## src/rtl/iob_asym_fifo_pkg.sv

```systemverilog
// -----------------------------------------------------------------------------
// iob_asym_fifo_pkg
// Shared helpers for the asymmetric (wide-write / narrow-read) FIFO controller.
// The width ratio, its log2, the wide-side address width and the full-flag
// threshold are all derived here, so the top and the level counter agree.
// Optional feature macro used by the controller: IOB_ASYM_FIFO_CLEAR_EN.
// -----------------------------------------------------------------------------
package iob_asym_fifo_pkg;

    // Larger of two integers.
    function automatic int max_int(input int a, input int b);
        return (a > b) ? a : b;
    endfunction

    // Smaller of two integers.
    function automatic int min_int(input int a, input int b);
        return (a < b) ? a : b;
    endfunction

    // Number of narrow entries carried by one wide write.
    function automatic int calc_ratio(input int w_data_w, input int r_data_w);
        return max_int(1, w_data_w / r_data_w);
    endfunction

    // log2 of the ratio; the ratio is a power of two.
    function automatic int calc_log2ratio(input int ratio);
        return $clog2(ratio);
    endfunction

    // Wide-side address width. It is clamped to at least one bit so the
    // port declaration stays legal.
    function automatic int calc_w_addr_w(input int r_addr_w, input int log2ratio);
        return max_int(1, r_addr_w - log2ratio);
    endfunction

    // Full asserts once the level exceeds this value, i.e. once fewer than
    // ratio narrow slots are free.
    function automatic int full_threshold(input int r_addr_w, input int ratio);
        return max_int(0, (2 ** r_addr_w) - min_int(ratio, 2 ** r_addr_w));
    endfunction

endpackage

```

## src/rtl/iob_asym_fifo_lvl_cnt.sv

```systemverilog
// -----------------------------------------------------------------------------
// iob_asym_fifo_lvl_cnt
// Occupancy counter in narrow entries plus the registered full/empty flags.
// A wide write adds RATIO and a narrow read subtracts one. Both can happen in
// the same cycle. The flags are computed from the next level, so they are
// exact on the same edge that the level changes.
// Ports:
//   clk, rst      clock, synchronous active-high reset
//   clear         synchronous flush (tie low when unused)
//   w_acc, r_acc  accepted write / accepted read this cycle
//   level         occupancy in narrow entries (R_ADDR_W+1 bits)
//   full, empty   registered status flags
// -----------------------------------------------------------------------------
module iob_asym_fifo_lvl_cnt
    import iob_asym_fifo_pkg::*;
#(
    parameter int R_ADDR_W = 7,
    parameter int RATIO    = 2
) (
    input  logic              clk,
    input  logic              rst,
    input  logic              clear,
    input  logic              w_acc,
    input  logic              r_acc,
    output logic [R_ADDR_W:0] level,
    output logic              full,
    output logic              empty
);

    localparam int                LVL_W     = R_ADDR_W + 1;
    localparam logic [LVL_W-1:0] LVL_ZERO  = LVL_W'(1'b0);
    localparam logic [LVL_W-1:0] LVL_ONE   = LVL_W'(1'b1);
    localparam logic [LVL_W-1:0] RATIO_INC = LVL_W'(RATIO);
    localparam logic [LVL_W-1:0] FULL_THR  = LVL_W'(full_threshold(R_ADDR_W, RATIO));

    logic [LVL_W-1:0] level_r;
    logic [LVL_W-1:0] level_next_s;
    logic [LVL_W-1:0] add_s;
    logic [LVL_W-1:0] sub_s;
    logic             full_r;
    logic             empty_r;

    // Next occupancy. A write is only accepted while not full, so the sum never exceeds the depth.
    always_comb begin
        add_s        = LVL_ZERO;
        sub_s        = LVL_ZERO;
        if (w_acc) begin
            add_s = RATIO_INC;
        end else begin
            add_s = LVL_ZERO;
        end
        if (r_acc) begin
            sub_s = LVL_ONE;
        end else begin
            sub_s = LVL_ZERO;
        end
        level_next_s = level_r + add_s - sub_s;
    end

    // Level and flag registers. Reset and clear both return to the empty state.
    always_ff @(posedge clk) begin
        if (rst || clear) begin
            level_r <= LVL_ZERO;
            empty_r <= 1'b1;
            full_r  <= 1'b0;
        end else begin
            level_r <= level_next_s;
            empty_r <= (level_next_s == LVL_ZERO);
            full_r  <= (level_next_s > FULL_THR);
        end
    end

    assign level = level_r;
    assign full  = full_r;
    assign empty = empty_r;

endmodule

```

## src/rtl/iob_asym_fifo_w_big_ctrl.sv

```systemverilog
// -----------------------------------------------------------------------------
// iob_asym_fifo_w_big_ctrl
// FIFO controller for an external wide-write / narrow-read two-port RAM.
// One write stores RATIO narrow entries, with the LSB slice at the lowest
// narrow address. One read returns one narrow entry. The RAM read is
// registered, so r_valid is the accepted read delayed by one cycle, and r_data
// is taken directly from the RAM output.
// Optional macro IOB_ASYM_FIFO_CLEAR_EN adds a 'clear' flush input. Clear has
// priority over same-cycle requests.
// Ports:
//   clk, rst                  clock, synchronous active-high reset
//   clear                     flush (only with IOB_ASYM_FIFO_CLEAR_EN)
//   w_req, w_data, full       write side
//   r_req, r_data, r_valid    read side
//   empty, level              status (level in narrow entries)
//   mem_w_en/addr/data        RAM write port
//   mem_r_en/addr, mem_r_data RAM read port
// -----------------------------------------------------------------------------
module iob_asym_fifo_w_big_ctrl
    import iob_asym_fifo_pkg::*;
#(
    parameter  int W_DATA_W  = 16,
    parameter  int R_DATA_W  = 8,
    parameter  int R_ADDR_W  = 7,
    localparam int RATIO     = calc_ratio(W_DATA_W, R_DATA_W),
    localparam int LOG2RATIO = calc_log2ratio(RATIO),
    localparam int W_ADDR_W  = calc_w_addr_w(R_ADDR_W, LOG2RATIO)
) (
    input  logic                clk,
    input  logic                rst,
`ifdef IOB_ASYM_FIFO_CLEAR_EN
    input  logic                clear,
`endif
    input  logic                w_req,
    input  logic [W_DATA_W-1:0] w_data,
    output logic                full,
    input  logic                r_req,
    output logic [R_DATA_W-1:0] r_data,
    output logic                r_valid,
    output logic                empty,
    output logic [R_ADDR_W:0]   level,
    output logic                mem_w_en,
    output logic [W_ADDR_W-1:0] mem_w_addr,
    output logic [W_DATA_W-1:0] mem_w_data,
    output logic                mem_r_en,
    output logic [R_ADDR_W-1:0] mem_r_addr,
    input  logic [R_DATA_W-1:0] mem_r_data
);

    logic                clear_s;
    logic                w_acc_s;
    logic                r_acc_s;
    logic                full_s;
    logic                empty_s;
    logic [W_ADDR_W-1:0] wptr_r;
    logic [R_ADDR_W-1:0] rptr_r;
    logic                r_valid_r;

`ifdef IOB_ASYM_FIFO_CLEAR_EN
    assign clear_s = clear;
`else
    assign clear_s = 1'b0;
`endif

    // Request qualification. Nothing is accepted during reset or a flush, so the RAM stays idle.
    always_comb begin
        w_acc_s = w_req & ~full_s  & ~rst & ~clear_s;
        r_acc_s = r_req & ~empty_s & ~rst & ~clear_s;
    end

    // Pointers wrap naturally at their widths, and r_valid tracks the registered RAM read.
    always_ff @(posedge clk) begin
        if (rst || clear_s) begin
            wptr_r    <= W_ADDR_W'(1'b0);
            rptr_r    <= R_ADDR_W'(1'b0);
            r_valid_r <= 1'b0;
        end else begin
            if (w_acc_s) begin
                wptr_r <= wptr_r + W_ADDR_W'(1'b1);
            end else begin
                wptr_r <= wptr_r;
            end
            if (r_acc_s) begin
                rptr_r <= rptr_r + R_ADDR_W'(1'b1);
            end else begin
                rptr_r <= rptr_r;
            end
            r_valid_r <= r_acc_s;
        end
    end

    iob_asym_fifo_lvl_cnt #(
        .R_ADDR_W (R_ADDR_W),
        .RATIO    (RATIO)
    ) u_lvl_cnt (
        .clk   (clk),
        .rst   (rst),
        .clear (clear_s),
        .w_acc (w_acc_s),
        .r_acc (r_acc_s),
        .level (level),
        .full  (full_s),
        .empty (empty_s)
    );

    assign full       = full_s;
    assign empty      = empty_s;
    assign mem_w_en   = w_acc_s;
    assign mem_w_addr = wptr_r;
    assign mem_w_data = w_data;
    assign mem_r_en   = r_acc_s;
    assign mem_r_addr = rptr_r;
    assign r_valid    = r_valid_r;
    assign r_data     = mem_r_data;

endmodule

```

## config.mk

```make
export PLATFORM = sky130hd
export DESIGN_NAME = iob_asym_fifo_w_big_ctrl
export DESIGN_NICKNAME = d
export VERILOG_FILES = /design/src/rtl/iob_asym_fifo_pkg.sv /design/src/rtl/iob_asym_fifo_lvl_cnt.sv /design/src/rtl/iob_asym_fifo_w_big_ctrl.sv
export SDC_FILE = /design/constraint.sdc
export NUM_CORES = 1
export LEC_CHECK = 0
export BUFFER_PORTS_ARGS = -buffer_cell sky130_fd_sc_hd__clkbuf_2
export CAP_MARGIN = 40
export CELL_PAD_IN_SITES_DETAIL_PLACEMENT = 1
export CELL_PAD_IN_SITES_GLOBAL_PLACEMENT = 2
export CORE_ASPECT_RATIO = 0.5
export CORE_MARGIN = 5
export CORE_UTILIZATION = 26
export CTS_CLUSTER_SIZE = 28
export DETAILED_ROUTE_END_ITERATION = 6
export HOLD_SLACK_MARGIN = 0.08
export PLACE_DENSITY = 0.86
export SYNTH_ARGS = -nofsm -noshare
export SYNTH_HDL_FRONTEND = slang
export SYNTH_SLANG_ARGS = --single-unit
```

## constraint.sdc

```tcl
create_clock -name clk -period 8.85 [get_ports clk]
set_clock_uncertainty 0.2 [all_clocks]
set_input_delay 1.3275 -clock clk [delete_from_list [all_inputs] [get_ports clk]]
set_output_delay 1.3275 -clock clk [all_outputs]
set_load 0.03 [all_outputs]
```

# After elaboration in Yosys (flattened, before gate mapping)
# Cells that the tools add are included.
# op_classes
addsub,4
magnitude_cmp,1
mux,2
bitwise,7
n_reduce_logical,1
# ops
operator,n
$add 8x2->8,1
$gt 8x7->1 const B,1
$logic_not 8->1,1
$sub 8x1->8,1
$add 7x1->7 const B,1
$add 6x1->6 const B,1
$and 1x1->1,4
$not 1->1,3
$mux 2,1
$mux 1,1
# word_totals
ff_bits,24
in_bits,28

# Depth between registers and ports, before layout
# logic_depth
word_depth,7
mapped_depth,12
ltp_nobuf,11

# Hierarchy
# From an unflattened synthesis, not the netlist that was laid out.
# hier_totals
hier_cells,158
area_unflattened_um2,1396.3
# by_module_without_submodules
mod,instances,cells_per_inst,area_per_inst_um2
iob_asym_fifo_w_big_ctrl,1,92,817.0
iob_asym_fifo_lvl_cnt,1,66,579.3

# Worst setup path before layout
# Ideal clock, no wire load.
# synth_timing
path_type,input to register
from,in rst
to,"reg u_lvl_cnt.full_r, in the netlist u_lvl_cnt.full"
setup_time_ns,0.116
arrival_ns,3.807
required_time_ns,8.534
setup_slack_ns,4.727
path_stages,12
path_buffers,1
cell_sequence,buf_6 -> nor3b_4 -> inv_1 -> ha_1 -> inv_1 -> ha_1 -> fa_1 -> a211o_1 -> o21ai_1 -> xor2_1 -> nor2_1 -> a31o_2
# synth_via
elab_chain_len,6
# synth_rtl
item,line,text
"start, declared",iob_asym_fifo_w_big_ctrl.sv:30,"input logic rst,"
$not 1->1,iob_asym_fifo_w_big_ctrl.sv:67,w_acc_s = w_req & ~full_s & ~rst & ~clear_s;
$and 1x1->1,iob_asym_fifo_w_big_ctrl.sv:67,
named net mem_w_en,iob_asym_fifo_w_big_ctrl.sv:42,"output logic mem_w_en,"
$mux 2,iob_asym_fifo_lvl_cnt.sv:47,if (w_acc) begin
$add 8x2->8,iob_asym_fifo_lvl_cnt.sv:57,level_next_s = level_r + add_s - sub_s;
$sub 8x1->8,iob_asym_fifo_lvl_cnt.sv:57,
$gt 8x7->1,iob_asym_fifo_lvl_cnt.sv:69,full_r <= (level_next_s > FULL_THR);
"end signal, assigned",iob_asym_fifo_lvl_cnt.sv:69,
"end, declared",iob_asym_fifo_lvl_cnt.sv:40,logic full_r;
# The timed path passes the listed nets, and every way through them passes these cells.
# A chain may end at the register's enable or synchronous reset.

# Worst setup path in the final report
# layout_timing
from,in rst
to,"reg u_lvl_cnt.full_r, in the netlist u_lvl_cnt.full"
# layout_via
elab_chain_len,6
# layout_rtl
item,line
$not 1->1,"iob_asym_fifo_w_big_ctrl.sv:67, iob_asym_fifo_w_big_ctrl.sv:68"
$and 1x1->1,iob_asym_fifo_w_big_ctrl.sv:67
$mux 2,iob_asym_fifo_lvl_cnt.sv:47
$add 8x2->8,iob_asym_fifo_lvl_cnt.sv:57
$sub 8x1->8,iob_asym_fifo_lvl_cnt.sv:57
$gt 8x7->1,iob_asym_fifo_lvl_cnt.sv:69
# Parallel ways exist; a longest one is shown, timed or not.

==> impl_metrics.tcl <==
set metrics [dict create \
    dr.pass1.iters 4 \
    drv_slew 0 \
    worst_slew_pin_slew_ns 0.635 \
    syn_area_per_cell_sq_um 8.97 \
    fin_util_pct 29.6 \
    synth_flop_cell "dfxtp_1" \
    hold_path.class "flip-flop to flip-flop" \
    drc_errors 0 \
    routed_via_density 4.48 \
    drive_above_1_share_pct 24.1 \
    synth.yosys.seq_area_share_pct 34.1 \
    synth_seq_cells 24 \
    finalPower_uw 556 \
    setup_viol 0 \
    cts_hold_buf 0 \
    end_kind "flip-flop" \
    antenna_found_initial 0 \
    wire_per_inst_um 13.2 \
    synth_nets 196 \
    dieArea_sq_mm 0.00707 \
    wl_um 3060 \
    antennaDiodeCount 0 \
    nNetsFinal 202 \
    port_buffers 29 \
    status "completed" \
    yosys_warnings 0 \
    hold_viol 0 \
    row_count 18 \
    p_sw_uw 250 \
    detailed_place.area_sq_mm 0.00144 \
    cap_viol_max_count 0 \
    regArea_sq_um 480 \
    stdcell_area_sq_mm 0.00151 \
    die_w_um 114 \
    clkSinkCount 24 \
    final.min_clock_period_ns 4.18 \
    num_vias 1039 \
    multi_input_area_sq_um 679 \
    clkLatencyLatePin_ns 0.27 \
    numCtsBuffers 3 \
    design.core.area_sq_mm 0.00509 \
    ios 78 \
    rsz0062_at_grt "false" \
    total_leakage_power_uw 0.000682 \
    maxSlewHeadroom_pct 57.6 \
    drt-initial-drc-count 52 \
    ys_top_cells_by_area "dfxtp_1 (34%), buf_4 (13%), ha_1 (8.9%)" \
    hpwl_um 2390 \
    netlist_instances 157 \
    peakVddDrop_mv 0.101 \
    final_antenna_net_count 0 \
    max_freq_mhz 239 \
    synth_top_area_share_pct 34.1 \
    p_comb_share_pct 55.2 \
    crit_type "input port to flip-flop" \
    swShare_pct 44.9 \
    fin_crit_sh_pct 47.2 \
    syn_to_final_growth_pct 7.20 \
    clkTransAtPathRegs_ns 0.09 \
    synth_edf_count 0 \
    cp_max_fo 26 \
    grt_pass1_vias 1113 \
    startpoint_type "input port" \
    nFillCells 624 \
    place.gp.congestion 0.792 \
    p_seq_share_pct 27.3 \
    synth_top_cell_by_area "dfxtp_1" \
    grt.overflow.total 0 \
    grt_pass1_wl_um 5060 \
    cts_tree "built" \
    p_clk_share_pct 17.5 \
    synth_area_sq_mm 0.00141 \
    setup_tns_ns 0 \
    cts_max_level 1 \
    internal-power_uw 307 \
    synthArstFlopShare_pct 0 \
    cp.required_ns 8.82 \
    postCtsResizedCells 0 \
    track_usage_pct 9.07 \
    postCtsSetupRepairBufs 0 \
    worst_ep_arrival_time_ns 4.15 \
    root_buffer "clkbuf_8" \
    start_util_pct 27.7 \
    grt_max_degree 27 \
    yosysUniqueCellTypes 35 \
    powerDensity_mw_per_mm2 368 \
    fp.dieH_um 62.0 \
    cts_buffer_depth 2 \
]
==> per-stage QoR <==
stage          setup WS [ns]  cells  hold slack [ns]
6_report                4.67    232            0.312
5_1_grt                 4.43    232            0.356
4_1_cts                 4.65    232            0.324
3_5_place_dp            4.40    228            0.302
3_3_place_gp            4.50    228            0.308
2_1_floorplan           4.73    157            0.401
==> logic make-up (layout without fill, tap and decap cells) <==
| family | count (synthesis) | after routing | share of synthesized area [%] |
|---|---|---|---|
| AOI/OAI and AO/OA | 13 | 13 | 7.47 |
| xor gates and xnor gates | 15 | 15 | 9.33 |
| and+or+nand+nor | 53 | 53 | 20.4 |
| muxes | 1 | 1 | 0.711 |
| adders and majority gates | 11 | 11 | 10.3 |
| buffers and inverters | 40 | 45 | 17.6 |
| DFF | 24 | 24 | 34.1 |
==> worst max-delay path: stages <==
cell and delay (ns):
clkbuf_2 0.34, nor3b_4 0.45, inv_1 0.08, ha_1 0.28, inv_1 0.04, ha_1 0.21, fa_1 0.40, a211o_1 0.30
o21ai_1 0.11, xor2_1 0.27, nor2_1 0.08, a31o_2 0.25
==> worst paths after layout <==
| path | from | endpoint | slack (ns) | cells past startpoint |
|---|---|---|---|---|
| min reg2reg | mem_w_addr[1] | mem_w_addr[1] | 0.31 | 2 |
| min | mem_w_addr[1] | mem_w_addr[1] | 0.31 | 2 |
| max | rst | u_lvl_cnt.full | 4.67 | 12 |
| max reg2reg | u_lvl_cnt.empty | u_lvl_cnt.full | 5.68 | 11 |
==> registers in the layout, indices dropped and copies added (netlist names) <==
| register | cells |
|---|---|
| u_lvl_cnt.level | 8 |
| r_valid | 1 |
| u_lvl_cnt.full | 1 |
| u_lvl_cnt.empty | 1 |
| mem_r_addr | 7 |
| mem_w_addr | 6 |
==> per-layer routing <==
| layer | vias up | part of all wire (%) | GRT usage, % | routed length (um) |
|---|---|---|---|---|
| met5 | - | 0 | 0 | 0 |
| met3 | 22 | 5.2 | 2.13 | 158 |
| met4 | 0 | 3.4 | 6.09 | 103 |
| met1 | 482 | 41 | 9.37 | 1250 |
| li1 | 507 | - | - | - |
| met2 | 28 | 51 | 17.2 | 1550 |
==> Yosys cell counts, types with 2 or more instances <==
cell type	n
buf_4	24
dfxtp_1	24
nor2_1	19
inv_1	12
xor2_1	11
ha_1	10
nand2_1	7
nand4_1	6
nor2b_1	4
xnor2_1	4
and2_1	3
and3_1	3
clkbuf_1	3
a21o_1	2
a21oi_1	2
nor3_1	2
nor3b_1	2
nor4_1	2
==> power groups by stage <==
stage	logic (uW)	registers [uW]	clock network, uW
global route	335	157	103
detailed placement	304	155	0
global placement	294	154	0
finish	307	152	97.2
CTS	309	152	99.6
floorplan	210	194	0
==> area by class of cell <==
class | instances | area share (%)
clock buffers | 3 | 2.74
clock inverters | 1 | 1.99
inverters | 12 | 2.99
multi-input cells | 93 | 45.0
flip-flops and latches | 24 | 31.8
well taps | 70 | 5.80
repair buffers | 29 | 9.62
==> placed cells by master (no fill, tap or decap), types with 2 or more instances in the layout <==
cell	n
clkbuf_2	29
dfxtp_1	24
nor2_1	19
inv_1	12
xor2_1	11
ha_1	10
nand2_1	7
nand4_1	6
nor2b_1	4
xnor2_1	4
and2_1	3
and3_1	3
clkbuf_8	3
a21o_1	2
nor3b_1	2
a21oi_1	2
nor4_1	2
nor3_1	2
Note: power is estimated with default switching activity, not from simulation.
